File: config.mk
export PLATFORM = sky130hd
export DESIGN_NAME = mem_arbiter
export DESIGN_NICKNAME = d
export VERILOG_FILES = /design/src/rtl/mem_arbiter.sv
export SDC_FILE = /design/constraint.sdc
export NUM_CORES = 1
export LEC_CHECK = 0
export ABC_AREA = 1
export CAP_MARGIN = 20
export CORE_AREA = 2 2 73 110
export CTS_CLUSTER_DIAMETER = 60
export DETAILED_ROUTE_END_ITERATION = 8
export DIE_AREA = 0 0 75 112
export GPL_TIMING_DRIVEN = 0
export PLACE_DENSITY = 0.91
export SYNTH_ARGS = -nofsm -noshare
export SYNTH_HDL_FRONTEND = slang
export SYNTH_SLANG_ARGS = --single-unit
File: constraint.sdc
create_clock -name clk -period 3.65 [get_ports clk]
set_clock_uncertainty 0.1 [all_clocks]
set_input_delay 0.9125 -clock clk [delete_from_list [all_inputs] [get_ports clk]]
set_output_delay 0.9125 -clock clk [all_outputs]
set_load 0.01 [all_outputs]
File: src/rtl/mem_arbiter.sv
// Shares one external SRAM between the instruction-fetch port and the data port.
// Latency: ack (DONE) WAIT_CYC+2 cycles after the request is sampled in IDLE; one access per WAIT_CYC+3 cycles.
// Backpressure: requests are held levels; stall_if/stall_mem stay high until the matching ack pulse.
module mem_arbiter #(
    parameter int WAIT_CYC = 1,
    parameter int ADDR_W   = 16,
    parameter int DATA_W   = 16
) (
    input  logic              clk,
    input  logic              rst,
    input  logic              if_req,
    input  logic [ADDR_W-1:0] if_addr,
    output logic [DATA_W-1:0] if_rdata,
    output logic              if_ack,
    input  logic              mem_req,
    input  logic              mem_we,
    input  logic [ADDR_W-1:0] mem_addr,
    input  logic [DATA_W-1:0] mem_wdata,
    output logic [DATA_W-1:0] mem_rdata,
    output logic              mem_ack,
    output logic              stall_if,
    output logic              stall_mem,
    output logic [ADDR_W-1:0] sram_addr,
    output logic [DATA_W-1:0] sram_dq_o,
    output logic              sram_dq_oe,
    input  logic [DATA_W-1:0] sram_dq_i,
    output logic              sram_ce_n,
    output logic              sram_oe_n,
    output logic              sram_we_n
);

    typedef enum logic [1:0] {
        IDLE   = 2'd0,
        ACCESS = 2'd1,
        DONE   = 2'd2
    } state_t;

    localparam logic [2:0] CNT_LAST = 3'(WAIT_CYC);

    state_t            state;
    logic [2:0]        cnt;
    logic              last_mem;   // 1 = data port owned the previous access
    logic              gnt_mem;    // owner of the access in flight
    logic              lat_we;
    logic [ADDR_W-1:0] lat_addr;
    logic [DATA_W-1:0] lat_wdata;
    logic              pick_mem;
    logic              in_access;
    logic              last_cyc;

    // Data port wins when it is alone, or on a tie when fetch owned the previous access
    always_comb begin
        pick_mem = mem_req & (~if_req | ~last_mem);
    end

    // Access sequencer: grant/latch in IDLE, count wait cycles, pulse the ack from DONE
    always_ff @(posedge clk or negedge rst) begin
        if (!rst) begin
            state     <= IDLE;
            cnt       <= 3'd0;
            last_mem  <= 1'b0;
            gnt_mem   <= 1'b0;
            lat_we    <= 1'b0;
            lat_addr  <= '0;
            lat_wdata <= '0;
            if_rdata  <= '0;
            mem_rdata <= '0;
            if_ack    <= 1'b0;
            mem_ack   <= 1'b0;
        end else begin
            case (state)
                IDLE: begin
                    if (if_req || mem_req) begin
                        state    <= ACCESS;
                        cnt      <= 3'd0;
                        gnt_mem  <= pick_mem;
                        lat_we   <= pick_mem & mem_we;
                        lat_addr <= pick_mem ? mem_addr : if_addr;
                        if (pick_mem) begin
                            lat_wdata <= mem_wdata;
                        end
                    end
                end
                ACCESS: begin
                    if (cnt == CNT_LAST) begin
                        state   <= DONE;
                        cnt     <= 3'd0;
                        if_ack  <= ~gnt_mem;
                        mem_ack <= gnt_mem;
                        // Read data is captured only into the owning port's register
                        if (!lat_we) begin
                            if (gnt_mem) begin
                                mem_rdata <= sram_dq_i;
                            end else begin
                                if_rdata <= sram_dq_i;
                            end
                        end
                    end else begin
                        cnt <= cnt + 3'd1;
                    end
                end
                DONE: begin
                    state    <= IDLE;
                    if_ack   <= 1'b0;
                    mem_ack  <= 1'b0;
                    last_mem <= gnt_mem;
                end
                default: begin
                    state <= IDLE;
                end
            endcase
        end
    end

    // SRAM pins decoded only from state/cnt and the latched request, so they cannot glitch
    always_comb begin
        in_access  = (state == ACCESS);
        last_cyc   = (cnt == CNT_LAST);
        sram_addr  = lat_addr;
        sram_dq_o  = lat_wdata;
        sram_ce_n  = ~in_access;
        sram_oe_n  = ~(in_access & ~lat_we);
        // Write strobe releases one cycle early so address/data hold past its rising edge
        sram_we_n  = ~(in_access & lat_we & ~last_cyc);
        sram_dq_oe = in_access & lat_we;
    end

    // Pipeline freezes while a port waits; releases in the ack cycle
    always_comb begin
        stall_if  = if_req & ~if_ack;
        stall_mem = mem_req & ~mem_ack;
    end

endmodule

==> flow_metrics.env, run 1 <==
export IMPL_postSynthRegisterBits=74
export IMPL_worst_slew_pin_slew_ns=0.916
export IMPL_detail_route_wirelength_mm=8.53
export IMPL_die_area_um2=8400
export IMPL_ys_types=23
export IMPL_drive_gt1_share_pct=9.44
export IMPL_critical_path_reg2reg_endpoint="mem_rdata[10]$_DFFE_PN0P_"
export IMPL_grt_first_pass_wirelength_mm=14.1
export IMPL_ys_seq_area_share_pct=56.1
export IMPL_number_of_global_route_vias_before_repair=3102
export IMPL_global_route_usage_sum_pct=21.5
export IMPL_post_cts_setup_buffers=0
export IMPL_post_synth_main_area_contributors="dfrtp_1, nand2_1, o21ai_0"
export IMPL_slew_headroom_pct=38.9
export IMPL_maxClockFrequency_mhz=315
export IMPL_insertedDiodeCount=0
export IMPL_setup_worst_path_start_class="input pin"
export IMPL_setup_violations=0
export IMPL_finalNetCount=605
export IMPL_clock_sinks=74
export IMPL_synth_nets=454
export IMPL_critical_path_startpoint="mem_req"
export IMPL_grt_start_max_net_pins=75
export IMPL_timing_final_max_slew_violations=0
export IMPL_dr_first_iter_drc_count=108
export IMPL_layout_cells_non_filler=642
export IMPL_chipHeight_um=112
export IMPL_clock_tree_root_cell="clkbuf_16"
export IMPL_cts_hold_buffers_added=0
export IMPL_max_cap_check_violation_count=0
export IMPL_clk_pin_slew_worst_paths_ns=0.05
export IMPL_crit_path_max_fanout=4
export IMPL_power_static_leakage_uw=0.00244
export IMPL_coreArea_um2=7470
export IMPL_routed_wire_length_per_instance_um=13.3
export IMPL_timing_hold_worst_class="reg2reg"
export IMPL_gr_total_overflow=0
export IMPL_post_cts_resize_count=0
export IMPL_powerDensity_nw_per_um2=882
export IMPL_cts_tree="built"
export IMPL_gp_congestion=0.788
export IMPL_worstReg2RegStart="cnt[2]$_DFFE_PN0P_"
export IMPL_grt_setup_unrepaired="no"
export IMPL_synth_to_final_area_change_pct=54.9
export IMPL_drc_errors=0
export IMPL_gr_usage_met1_pct=24.5
export IMPL_hold_worst_path_end="sram_dq_o[14]$_DFFE_PN0P_"
export IMPL_num_io_pins=141
export IMPL_synth_top_area_cell="dfrtp_1"
export IMPL_final_hold_vio_count=0
export IMPL_chipWidth_um=75
export IMPL_worst_setup_path_type="in2out"
export IMPL_avgSynthCellArea_um2=8.57
export IMPL_worst_endpoint_required_ns=2.64
export IMPL_global_routing_s_busiest_layer="met2"
export IMPL_drt_pass1_iterations=4
export IMPL_clk_latency_ns=0.32
export IMPL_worstHoldStart="sram_dq_o[14]$_DFFE_PN0P_"
export IMPL_timing_hold_worst_path_depth=2
export IMPL_critPathArrivalTime_ns=2.17
export IMPL_avgViaCountPerCell=4.78
export IMPL_post_synth_instance_area_um2=3300
export IMPL_worst_r2r_path_depth=5
export IMPL_fin_tns_setup_ns=0
export IMPL_clock_path_buffers=2
export IMPL_global_route_track_usage_on_met3_pct=6.06
export IMPL_dr_total_vias=3071
export IMPL_period_needed_ns=3.18
export IMPL_antenna_violations_before_repair=0
export IMPL_ir_drop_worst_case_vdd_mv=0.439
export IMPL_end_kind="output port"
export IMPL_ant_nets=0
export IMPL_hpwlAfterDp_mm=6.53
export IMPL_placedCellCount=627
export IMPL_cts_made_buffers=9
export IMPL_tcrit_tclk_final_pct=87.1
export IMPL_worst_r2r_setup_slack_ns=2.10
export IMPL_floorplan_rows=39
export IMPL_synth_cells=385
export IMPL_start_util_pct=44.2
export IMPL_status="finished, final reports clean"
export IMPL_global_route_usage_met2_pct=37.8
export IMPL_synth_yosys_warnings=0
export IMPL_io_buffer_count=140
export IMPL_yosys_area_top_type_share_pct=56.1
export IMPL_final_fill_count=597
export IMPL_cts_max_level=3
## critical path, cell delays in order
cell and delay (ns):
clkdlybuf4s50_1 0.56, inv_1 0.06, nor2_1 0.08, clkdlybuf4s50_1 0.55
## how the worst max path moves through the flow
stage | end | slack, ns | cells past startpoint
CTS | stall_mem | 0.46 | 4
finish | stall_mem | 0.47 | 4
global placement | sram_dq_o[14]$_DFFE_PN0P_ | -0.85 | 1
detailed placement | stall_mem | 0.48 | 4
global route | stall_mem | 0.42 | 4
floorplan | stall_if | 1.55 | 2
## cells in the mapped netlist
| library cell | n |
|---|---|
| buf_2 | 4 |
| buf_4 | 2 |
| buf_6 | 5 |
| clkbuf_1 | 2 |
| dfrtp_1 | 74 |
| inv_1 | 23 |
| inv_2 | 2 |
| inv_4 | 1 |
| nand2_1 | 175 |
| nand2_2 | 2 |
| nand2_4 | 2 |
| nand3_1 | 17 |
| nand3_2 | 1 |
| nand3_4 | 2 |
| nand4_1 | 1 |
| nor2_1 | 22 |
| nor2_2 | 2 |
| nor2_4 | 3 |
| nor2_8 | 2 |
| o21ai_0 | 32 |
| o21ai_1 | 1 |
| o21ai_2 | 9 |
| xor2_1 | 1 |
## stage by stage
step / instance area, um2 / setup WS, ns / total power (uW) / hold WS (ns) / util, %
3_5_place_dp: 4830 / 0.478 / 3700 / 0.358 / 64.7
3_3_place_gp: 4830 / -0.847 / 3610 / 0.353 / 64.7
4_1_cts: 5110 / 0.465 / 4570 / 0.372 / 68.5
6_report: 5110 / 0.471 / 4510 / 0.368 / 68.5
2_1_floorplan: 3300 / 1.55 / 2540 / 0.353 / -
5_1_grt: 5110 / 0.424 / 4830 / 0.390 / 68.5
## cell usage in the layout (no fill, tap or decap), types with 2 or more instances in the layout
cell type        synthesis  final
inv_1                   23     23
nor2_4                   3      3
buf_6                    5      5
buf_2                    4      4
clkbuf_1                 2      4
inv_2                    2      2
buf_4                    2      3
dfrtp_1                 74     74
nand3_1                 17     17
nor2_1                  22     22
nor2_8                   2      2
clkbuf_16                0      9
clkdlybuf4s50_1          0    139
o21ai_2                  9      9
clkinv_2                 0      2
nor2_2                   2      2
o21ai_0                 32     32
nand2_2                  2      2
nand3_4                  2      2
nand2_4                  2      2
nand2_1                175    175
## state kept, by name (all words and copies together) (netlist names)
register / count
mem_rdata: 16
gnt_mem: 1
if_ack: 1
if_rdata: 16
sram_addr: 16
sram_dq_o: 16
mem_ack: 1
cnt: 3
state: 2
lat_we: 1
last_mem: 1
## final cells by class
cell class	count	area (um2)	area share, %
Clock inverter	3	40.0	0.783
Multi-Input combinational cell	272	1250	24.4
Timing Repair Buffer	140	1400	27.4
Sequential cell	74	1850	36.2
Tap cell	102	128	2.50
Buffer	13	98.8	1.93
Inverter	26	100	1.96
Clock buffer	12	246	4.82
## power breakdown
| part | leakage [uW] | internal [uW] | switching (uW) |
|---|---|---|---|
| registers | 0.000904 | 1230 | 251 |
| logic | 0.00139 | 1080 | 1100 |
| clock network | 0.000142 | 541 | 301 |
| total | 0.00244 | 2850 | 1650 |
## logic make-up after synthesis
| kind of cell | count (synthesis) | synth area share [%] |
|---|---|---|
| simple gates | 229 | 30.2 |
| flops | 74 | 56.1 |
| xor+xnor | 1 | 0.265 |
| buf+inv | 39 | 6.03 |
| compound gates | 42 | 7.39 |
## routing by layer
metal	share of wire, %	vias up
met4	1.4	0
met3	5.8	11
met5	0	-
met1	37	1458
li1	-	1496
met2	56	106
Note: power is estimated with default switching activity, not from simulation.
==> run 2, diff against run 1 <==
Settings changed: CORE_AREA 2 2 73 110 to 2 2 73 109, DIE_AREA 0 0 75 112 to 0 0 75 111, PLACE_DENSITY 0.91 to 0.92.
==> run 2 against run 1 <==
Against the previous run: non-clock buffer count stayed put; largest power group unchanged; die area fell by 0.89%; via count is 0.36% higher; clock power shrank 7.5%; sequential share of layout area increased by 0.19 points; critical path depth unchanged; highest routed layer unchanged; count of clock-buffer cells in the layout increased by 1.
==> flow_metrics.env, run 2 (synthesis results as in run 1) <==
export IMPL_post_cts_resize_count=0
export IMPL_setup_worst_path_start_class="input pin"
export IMPL_critPathTopFamily="buffers and inverters"
export IMPL_worstReg2RegStart="cnt[2]$_DFFE_PN0P_"
export IMPL_clk_latency_ns=0.32
export IMPL_cts_max_level=3
export IMPL_end_kind="output port"
export IMPL_die_area_um2=8330
export IMPL_drt_pass1_iterations=5
export IMPL_sw_frac_of_total_pct=37.2
export IMPL_maxClockFrequency_mhz=313
export IMPL_routed_wire_length_per_instance_um=13.6
export IMPL_final_hold_vio_count=0
export IMPL_chipWidth_um=75
export IMPL_worst_r2r_setup_slack_ns=2.14
export IMPL_cp_cell_sequence="clkdlybuf4s50_1, inv_1, nor2_1, clkdlybuf4s50_1"
export IMPL_finalNetCount=605
export IMPL_critical_path_top_cell_by_count="clkdlybuf4s50_1"
export IMPL_grt_start_max_net_pins=75
export IMPL_dr_total_vias=3082
export IMPL_num_io_pins=141
export IMPL_power_static_leakage_uw=0.00243
export IMPL_clock_power_share_pct=17.5
export IMPL_fin_tns_setup_ns=0
export IMPL_insertedDiodeCount=0
export IMPL_critical_path_reg2reg_endpoint="mem_rdata[6]$_DFFE_PN0P_"
export IMPL_avgViaCountPerCell=4.82
export IMPL_number_of_global_route_vias_before_repair=3229
export IMPL_crit_path_top_delay_cell="clkdlybuf4s50_1"
export IMPL_cts_hold_buffers_added=0
export IMPL_power_share_sequential_pct=33.4
export IMPL_slew_headroom_pct=39.8
export IMPL_timing_final_max_slew_violations=0
export IMPL_drc_errors=0
export IMPL_grt_first_pass_wirelength_mm=14.6
export IMPL_worst_r2r_path_depth=5
export IMPL_worst_endpoint_required_ns=2.64
export IMPL_detail_route_wirelength_mm=8.69
export IMPL_cp_num_buf_inv=3
export IMPL_dr_first_iter_drc_count=181
export IMPL_post_cts_setup_buffers=0
export IMPL_tcrit_tclk_final_pct=87.6
export IMPL_io_buffer_count=140
export IMPL_cts_made_buffers=9
export IMPL_most_common_layout_cells="nand2_1, clkdlybuf4s50_1, dfrtp_1"
export IMPL_comb_power_share_pct=49.1
export IMPL_start_util_pct=44.2
export IMPL_gr_total_overflow=0
export IMPL_floorplan_rows=39
export IMPL_clock_sinks=74
export IMPL_critPathArrivalTime_ns=2.18
export IMPL_clock_tree_root_cell="clkbuf_16"
export IMPL_crit_path_max_fanout=4
export IMPL_cts_tree="built"
export IMPL_grt_setup_unrepaired="no"
export IMPL_powerDensity_nw_per_um2=875
export IMPL_hold_worst_path_end="if_rdata[2]$_DFFE_PN0P_"
export IMPL_layout_core_utilization_pct=68.1
export IMPL_drive_gt1_share_pct=9.11
export IMPL_clk_pin_slew_worst_paths_ns=0.05
export IMPL_placement_setup_worst_slack_ns=0.438
export IMPL_finalWorstSetupSlack_ns=0.453
export IMPL_antenna_violations_before_repair=0
export IMPL_chipHeight_um=111
export IMPL_status="finished, final reports clean"
export IMPL_coreArea_um2=7470
export IMPL_worst_hold_slack_ns=0.367
export IMPL_netSwitchingPower_uw=1650
export IMPL_timing_hold_worst_class="reg2reg"
export IMPL_timing_hold_worst_path_depth=2
export IMPL_clock_path_buffers=2
export IMPL_period_needed_ns=3.20
export IMPL_final_common_cell="nand2_1"
export IMPL_setup_violations=0
export IMPL_worst_slew_pin_slew_ns=0.903
export IMPL_total_power_uw=4450
export IMPL_internal_power_uw=2800
export IMPL_worstHoldStart="if_rdata[2]$_DFFE_PN0P_"
export IMPL_ir_drop_worst_case_vdd_mv=0.445
export IMPL_synth_to_final_area_change_pct=54.1
export IMPL_hpwlAfterDp_mm=6.58
export IMPL_ant_nets=0
export IMPL_slowest_delay_ns=0.57
export IMPL_gp_congestion=0.814
export IMPL_worst_setup_path_type="in2out"
export IMPL_max_cap_check_violation_count=0
export IMPL_global_route_usage_sum_pct=22.8
-- run 2: cell count changes in the layout (fill, tap and decap cells not counted) --
cell	delta
bufinv_16	-1
clkinv_2	-2
clkbuf_8	+1
-- run 2: worst register-to-register path, stage by stage, from the launching register on --
cell      delay, ns
dfrtp_1        0.42
nor2_2         0.15
nand3_2        0.19
clkbuf_1       0.25
o21ai_0        0.21
nand2_1        0.07
-- run 2: power groups by stage --
stage	combinational, uW	clock, uW	sequential [uW]
finish	2190	779	1490
global placement	2130	0	1470
CTS	2220	803	1490
floorplan	904	0	1640
detailed placement	2210	0	1490
global route	2420	842	1530
-- run 2: cell type report --
cell class,count,area [um2]
Multi-Input combinational cell,272,1250
Sequential cell,74,1850
Timing Repair Buffer,140,1400
Buffer,13,98.8
Tap cell,102,128
Fill cell,598,2380
Inverter,26,100
Clock buffer,13,260
-- run 2: through the flow --
step	instances	cell area [um2]
after floorplan	385	3300
after global placement	627	4830
after detailed placement	627	4830
after CTS	640	5090
after global routing	640	5090
final	640	5090
-- run 2: how the worst max path moves through the flow --
| stage | from | depth (start not counted) | to |
|---|---|---|---|
| after floorplan | if_req | 2 | stall_if |
| after global placement | rst | 1 | sram_dq_o[8]$_DFFE_PN0P_ |
| after detailed placement | mem_req | 4 | stall_mem |
| after CTS | mem_req | 4 | stall_mem |
| after global routing | mem_req | 4 | stall_mem |
| final | mem_req | 4 | stall_mem |
-- run 2: per-layer routing --
| layer | vias to the layer above | global-route usage [%] | part of all wire [%] |
|---|---|---|---|
| li1 | 1493 | - | - |
| met1 | 1466 | 25.1 | 38 |
| met2 | 107 | 40.2 | 55 |
| met3 | 16 | 7.18 | 5.4 |
| met4 | 0 | 7.50 | 1.9 |
| met5 | - | 0 | 0 |
